`src/rtl/strtol_pkg.sv`:
```
// Shared types and constants for the string-to-integer converter and its digit decoder.
package strtol_pkg;

  typedef enum logic [2:0] {
    INI  = 3'd0,
    LEAD = 3'd1,
    MEM  = 3'd2,
    ACC  = 3'd3,
    FIN  = 3'd4
  } strtol_sts;

  // Digit value reported for bytes that are not alphanumeric
  localparam logic [5:0] NA = 6'd63;

  localparam logic [7:0] SPC   = 8'h20;
  localparam logic [7:0] MINUS = 8'h2D;
  localparam logic [7:0] PLUS  = 8'h2B;
  localparam logic [7:0] NUL   = 8'h00;

endpackage

```
`src/rtl/strtol_dig.sv`:
```
// ASCII digit decoder: maps a byte to its value in bases up to 36 and flags
// whether it is a usable digit for the given radix.
//   ch    : ASCII byte
//   base  : radix
//   dig_c : digit value 0..35, or NA
//   vld_c : byte is non-NUL and its value is below base
module strtol_dig
  import strtol_pkg::*;
(
  input  logic [7:0] ch,
  input  logic [5:0] base,
  output logic [5:0] dig_c,
  output logic       vld_c
);

  always_comb begin
    dig_c = NA;
    if (ch >= 8'h30 && ch <= 8'h39) begin
      dig_c = 6'(ch - 8'h30);
    end else if (ch >= 8'h61 && ch <= 8'h7A) begin
      dig_c = 6'(ch - 8'h61 + 8'd10);
    end else if (ch >= 8'h41 && ch <= 8'h5A) begin
      dig_c = 6'(ch - 8'h41 + 8'd10);
    end
    vld_c = (ch != NUL) && (dig_c < base);
  end

endmodule

```
`src/rtl/strtol.sv`:
```
// String-to-integer converter for the number parser. Fetches one byte per
// advance from memory (one wait cycle per fetch), skips leading spaces, takes
// one optional sign, accumulates digits in a runtime radix and saturates.
//   clk, rst : clock, asynchronous active-low reset
//   en       : start request (honoured only when idle)
//   base     : radix, latched at start
//   ch       : current memory byte
//   st       : debug view of the state register
//   bsy      : conversion in progress
//   done     : one-cycle result strobe
//   ao       : combinational advance-address request
//   vo       : signed saturated result
//   ovf      : magnitude saturated
//   err      : no digits or invalid radix
//   nd       : digits consumed (saturating)
module strtol
  import strtol_pkg::*;
#(
  parameter int unsigned DSZ = 32,
  parameter int unsigned NSZ = 6
)
(
  input  logic           clk,
  input  logic           rst,
  input  logic           en,
  input  logic [5:0]     base,
  input  logic [7:0]     ch,
  output logic [2:0]     st,
  output logic           bsy,
  output logic           done,
  output logic           ao,
  output logic [DSZ-1:0] vo,
  output logic           ovf,
  output logic           err,
  output logic [NSZ-1:0] nd
);

  // Accumulator headroom: mag * 36 + 35 fits in DSZ+6 bits
  localparam int unsigned AW = DSZ + 6;

  strtol_sts      state, state_nx;
  logic           ret, ret_nx;      // MEM return target: 1 = ACC, 0 = LEAD
  logic [5:0]     b;
  logic [DSZ-1:0] mag;
  logic           neg;
  logic [5:0]     dig;
  logic           dv;
  logic           base_ok;
  logic           is_sign;
  logic [AW-1:0]  prod;
  logic [AW-1:0]  lim;

  strtol_dig u_dig (
    .ch    (ch),
    .base  (b),
    .dig_c (dig),
    .vld_c (dv)
  );

  assign base_ok = (b >= 6'd2) && (b <= 6'd36);
  assign is_sign = (ch == MINUS) || (ch == PLUS);
  assign prod    = AW'(mag) * AW'(b) + AW'(dig);
  // Negative results may reach one step further than positive ones
  assign lim     = neg ? (AW'(1) << (DSZ - 1)) : ((AW'(1) << (DSZ - 1)) - AW'(1));

  // State register
  always_ff @(posedge clk or negedge rst) begin
    if (!rst) begin
      state <= INI;
      ret   <= 1'b0;
    end else begin
      state <= state_nx;
      ret   <= ret_nx;
    end
  end

  // Next-state logic
  always_comb begin
    state_nx = state;
    ret_nx   = ret;
    case (state)
      INI:  if (en) state_nx = LEAD;
      LEAD: begin
        if (!base_ok) begin
          state_nx = FIN;
        end else if (ch == SPC) begin
          state_nx = MEM;
          ret_nx   = 1'b0;
        end else if (is_sign) begin
          state_nx = MEM;
          ret_nx   = 1'b1;
        end else begin
          state_nx = ACC;
        end
      end
      MEM:  state_nx = ret ? ACC : LEAD;
      ACC: begin
        if (dv) begin
          state_nx = MEM;
          ret_nx   = 1'b1;
        end else begin
          state_nx = FIN;
        end
      end
      FIN:     state_nx = INI;
      default: state_nx = INI;
    endcase
  end

  // Fetch request and status decode
  always_comb begin
    ao = 1'b0;
    case (state)
      LEAD:    ao = base_ok && ((ch == SPC) || is_sign);
      ACC:     ao = dv;
      default: ao = 1'b0;
    endcase
  end

  assign st   = 3'(state);
  assign bsy  = (state == LEAD) || (state == MEM) || (state == ACC);
  assign done = (state == FIN);

  // Datapath
  always_ff @(posedge clk or negedge rst) begin
    if (!rst) begin
      b   <= '0;
      mag <= '0;
      neg <= 1'b0;
      vo  <= '0;
      ovf <= 1'b0;
      err <= 1'b0;
      nd  <= '0;
    end else begin
      case (state)
        INI: begin
          if (en) begin
            b   <= base;
            mag <= '0;
            neg <= 1'b0;
            ovf <= 1'b0;
            err <= 1'b0;
            nd  <= '0;
          end
        end
        LEAD: begin
          if (!base_ok) begin
            err <= 1'b1;
            vo  <= '0;
          end else if (ch == MINUS) begin
            neg <= 1'b1;
          end
        end
        ACC: begin
          if (dv) begin
            if (nd != '1) nd <= nd + NSZ'(1);
            // Once saturated the magnitude is frozen; digits are still counted
            if (!ovf) begin
              if (prod > lim) begin
                ovf <= 1'b1;
                mag <= lim[DSZ-1:0];
              end else begin
                mag <= prod[DSZ-1:0];
              end
            end
          end else begin
            err <= (nd == NSZ'(0));
            if (nd == NSZ'(0)) vo <= '0;
            else               vo <= neg ? (DSZ'(0) - mag) : mag;
          end
        end
        default: ;
      endcase
    end
  end

endmodule
```
`config.mk`:
```
export PLATFORM = sky130hd
export DESIGN_NAME = strtol
export DESIGN_NICKNAME = d
export VERILOG_FILES = /design/src/rtl/strtol_pkg.sv /design/src/rtl/strtol_dig.sv /design/src/rtl/strtol.sv
export SDC_FILE = /design/constraint.sdc
export NUM_CORES = 1
export LEC_CHECK = 0
export CORE_ASPECT_RATIO = 0.5
export CORE_MARGIN = 2
export CORE_UTILIZATION = 55
export CTS_CLUSTER_DIAMETER = 60
export DETAILED_ROUTE_END_ITERATION = 7
export GPL_TIMING_DRIVEN = 0
export PLACE_DENSITY_LB_ADDON = 0.2
export SLEW_MARGIN = 20
export SYNTH_ARGS = -nofsm -noshare
export SYNTH_HDL_FRONTEND = slang
export SYNTH_HIERARCHICAL = 1
export SYNTH_SLANG_ARGS = --single-unit
```
`constraint.sdc`:
```
create_clock -name clk -period 22.8 [get_ports clk]
set_clock_uncertainty 0.05 [all_clocks]
set_input_delay 4.56 -clock clk [delete_from_list [all_inputs] [get_ports clk]]
set_output_delay 4.56 -clock clk [all_outputs]
set_load 0.005 [all_outputs]
```
==> tab_implementation.tex, run 1 <==
\begin{tabular}{lr}
\hline
Metric & Value \\
\hline
\multicolumn{2}{l}{\textbf{Cells and area}} \\
\quad Post-synthesis to final-layout area growth & 11.0\% \\
\quad Filler cell count & 1,931 \\
\quad Layout cells sized above 1 & 3.04\% \\
\quad Post-route cell area & 13,400 um2 \\
\quad Most common cell after layout, fill and taps aside & nand2\_1 \\
\quad Flip-flop and latch area & 2080 um2 \\
\quad Final Net Count & 1,744 \\
\quad Multi-input logic area & 9180 um2 \\
\quad Highest-count cells in the layout ignoring fill and taps & 189 x nand2\_1, 149 x and2\_1, 131 x inv\_1, 130 x ha\_1, 124 x fa\_1 \\
\multicolumn{2}{l}{\textbf{Clock tree}} \\
\quad TritonCTS clock tree & built \\
\quad Setup fix buffers added after clock tree synthesis & 0 \\
\quad Clock Pin Slew Worst Setup and Hold Paths & $\sim$80 ps \\
\quad Clk sink count & 83 \\
\quad Largest buffer count on any clock path & 2 \\
\quad Total clock buffers created by CTS & 9 \\
\quad CTS hold repair buffers & 0 \\
\quad Clock latency of the later-clocked register in the worst-skew pair & roughly 370 ps \\
\quad CTS H-tree depth & 3 \\
\quad Clk Tree Root Cell & clkbuf\_16 \\
\quad Number of cells upsized or downsized after cts & 0 \\
\multicolumn{2}{l}{\textbf{Floorplan}} \\
\quad Die area & around 23,000 um2 \\
\quad Placeable core area & 21,600 um2 \\
\quad Number of primary I/O pins & 63 \\
\quad Die Span X & 213 um \\
\quad Starting utilization of the core area & around 56\% \\
\quad Overall die height & 109 um \\
\quad Site Rows & 38 \\
\multicolumn{2}{l}{\textbf{STA}} \\
\quad Post-layout min period & 14,000 ps \\
\quad Setup repair after global routing missed its margin & no \\
\quad Worst slew margin & about 34\% \\
\quad Maximum clock rate & roughly 71 MHz \\
\quad Share of the clock period used by the worst path & about three fifths \\
\quad Total count of hold-check failures in the final report & 0 \\
\quad Worst slew pin tran & 982 ps \\
\quad Number of slew-limit violations in the final report & 0 \\
\quad Number of endpoints failing setup at the final stage & 0 \\
\quad Setup TNS Final & 0 ps \\
\multicolumn{2}{l}{\textbf{Logic synthesis}} \\
\quad Synthesized area per cell & around 8.6 um2 \\
\quad Warning count from the yosys run & 6 \\
\quad Most used flip-flop cell after synthesis & dfrtp\_1 \\
\quad Area of the mapped netlist & 12,000 um2 \\
\quad Top post-synthesis cells by area & fa\_1 21\%, dfrtp\_1 17\%, ha\_1 14\% \\
\quad Count of unique library cells instantiated by Yosys & 67 \\
\quad Number of enable flip-flop cells after synthesis & 0 \\
\quad Area share of the largest cell type after synthesis & 20.6\% \\
\quad Proportion of synthesized flip-flops having asynchronous set or reset & between 90\% and 100\% \\
\quad Flip-flop and latch count after synthesis & 83 \\
\quad Part of the Yosys area used for sequential elements & 17.3\% \\
\quad Cell accounting for the most synthesized area & fa\_1 \\
\quad Syn Inst Count & 1,399 \\
\quad Synth Net Count & about 1,700 \\
\multicolumn{2}{l}{\textbf{Drt}} \\
\quad Count of nets left with antenna violations after detail routing & 0 \\
\quad First drt pass iteration count & 5 \\
\quad Final WL & roughly 34,000 um \\
\quad Number of vias after detailed routing & 10,500 \\
\quad Number of DRC violations after detailed-routing iteration 0 & 934 \\
\quad Post-detailed-route via-to-cell ratio & 5.92 \\
\quad Residual DRC & 0 \\
\quad Wire length per cell after detailed routing & 19.2 um \\
\multicolumn{2}{l}{\textbf{Place}} \\
\quad Hpwl dp & approximately 28,000 um \\
\quad Port-buffer cells & 62 \\
\quad Placed standard-cell area & 13,100 um2 \\
\quad Global placer's final weighted congestion & 0.894 \\
\multicolumn{2}{l}{\textbf{Run status}} \\
\quad Result of the run & finished clean \\
\multicolumn{2}{l}{\textbf{Pwr}} \\
\quad Cell area power density & 86.7 nW/um2 \\
\quad Leakage dissipation & 6.89 nW \\
\quad Worst IR drop on VDD & 0.0000614 V \\
\multicolumn{2}{l}{\textbf{Worst setup path}} \\
\quad WP data arrival & 14,160 ps \\
\quad Data required time at the worst endpoint & approximately 23,000 ps \\
\quad Cell seen most often among critical-path stages & inv\_1 \\
\quad CP max-delay cell & a2111oi\_1 \\
\quad Element type at the critical path end & flop \\
\quad Critical setup path kind & in -> reg \\
\quad Critical path peak fanout & 12 \\
\quad Largest incremental delay on the critical path & 970 ps \\
\quad Startpoint types & primary input \\
\multicolumn{2}{l}{\textbf{Min path}} \\
\quad Type of the worst min-delay path & reg -> reg \\
\multicolumn{2}{l}{\textbf{Global route}} \\
\quad Maximum number of pins on one net before global-route repair & 58 \\
\quad Vias in the first global route & just over 10,000 \\
\quad Number of antenna violations at the first check in global routing & 0 \\
\quad Total global routing overflow & 0 \\
\quad GR Util All Layers & 30.9\% \\
\quad Wire length of the first global-routing pass & approximately 55,000 um \\
\multicolumn{2}{l}{\textbf{Flow run}} \\
\quad \# Max-Cap Violations & 0 \\
\hline
\end{tabular}
[through the flow]
| stage | instances | utilization [%] | total power, W | hold slack (ps) | worst slack [ps] |
|---|---|---|---|---|---|
| after floorplan | 1399 | - | 0.000748 | 423 | 11070 |
| after global placement | 1761 | 60.4 | 0.000966 | 419 | 8610 |
| after detailed placement | 1762 | 60.5 | 0.000994 | 420 | 8720 |
| after CTS | 1778 | 61.9 | 0.00115 | 435 | 9060 |
| after global routing | 1778 | 61.9 | 0.00126 | 452 | 8280 |
| final | 1779 | 61.9 | 0.00116 | 429 | 8800 |
[synthesized netlist by cell type, drive strengths merged (7+ instances only)]
cell      n
ha      130
and3      9
nand3    20
nor2     41
clkbuf   75
o211ai   36
dfrtp    83
xor2     44
and2    150
a21oi    57
a21o     30
o31ai    14
or4      10
xnor2    20
nand4    18
or3      14
fa      124
nand2   189
nor3     15
inv     131
o21ai    85
a31oi     7
[registers in the layout, indices dropped and copies added (netlist names)]
register  flops
mag          32
vo           32
b             6
nd            6
st            3
err           1
neg           1
ovf           1
ret           1
[power breakdown]
group,internal (W),total (W),switching [W]
Sequential,0.000170,0.000219,0.0000490
Combinational,0.000301,0.000791,0.000491
Clock,0.0000792,0.000149,0.0000699
[critical path, delay by kind of cell]
family,cells,cell delay [ps]
buffers and inverters,7,2070
adder cells (fa/ha/maj),4,1420
XOR/XNOR,1,180
AND/OR/NAND/NOR,4,1110
AO/OA/AOI/OAI,13,4800
[cell type report]
class / instances / share of cell area [%]
diodes: 1 / 0.0187
plain buffers: 77 / 2.22
clock buffers: 10 / 1.79
clock inverters: 6 / 0.412
inverters: 131 / 3.68
multi-input cells: 1108 / 68.7
flip-flops and latches: 83 / 15.5
well taps: 300 / 2.81
repair buffers: 63 / 4.83
[layer usage]
layer	track usage, %	wire (um)	vias to the layer above
met2	48.2	15100	353
met5	0	0	-
met3	5.36	2560	59
met1	44.9	15700	5239
met4	8.04	720	0
li1	-	-	4872
[final timing paths]
kind	from	endpoint	slack [ps]	depth (start not counted)
setup reg to reg	b[5]$_DFFE_PN0P_	mag[24]$_DFFE_PN0P_	12400	28
hold reg to reg	vo[20]$_DFFE_PN0P_	vo[20]$_DFFE_PN0P_	430	2
max in group asynchronous	rst	neg$_DFFE_PN0P_	17930	2
min in group asynchronous	rst	mag[29]$_DFFE_PN0P_	4090	1
hold / removal	vo[20]$_DFFE_PN0P_	vo[20]$_DFFE_PN0P_	430	2
setup / recovery	ch[0]	mag[24]$_DFFE_PN0P_	8800	29
[kinds of logic after synthesis]
logic type / count (synthesis) / synth area share (%)
DFF: 83 / 17.3
xor gates and xnor gates: 64 / 4.66
AOI/OAI and AO/OA: 288 / 15.7
muxes: 4 / 0.333
and+or+nand+nor: 498 / 21.4
adders and majority gates: 254 / 34.1
buffers and inverters: 208 / 6.55
Power figures use the tool's default switching activity.
==> run 2: changes to the inputs <==
- clock period: 22.8 -> 13.6 ns (I/O delays scaled with it)
==> results of run 2 <==
The final DEF is identical to that of run 1. Status: finished clean.
Main changes from that run: setup slack after placement 8720 ps -> 1360 ps; setup slack after layout 8800 ps -> 1440 ps; register-to-register setup slack 12400 ps -> 3200 ps; total power 0.00116 W -> 0.00194 W; worst IR drop on VDD 0.0000614 V -> 0.000103 V
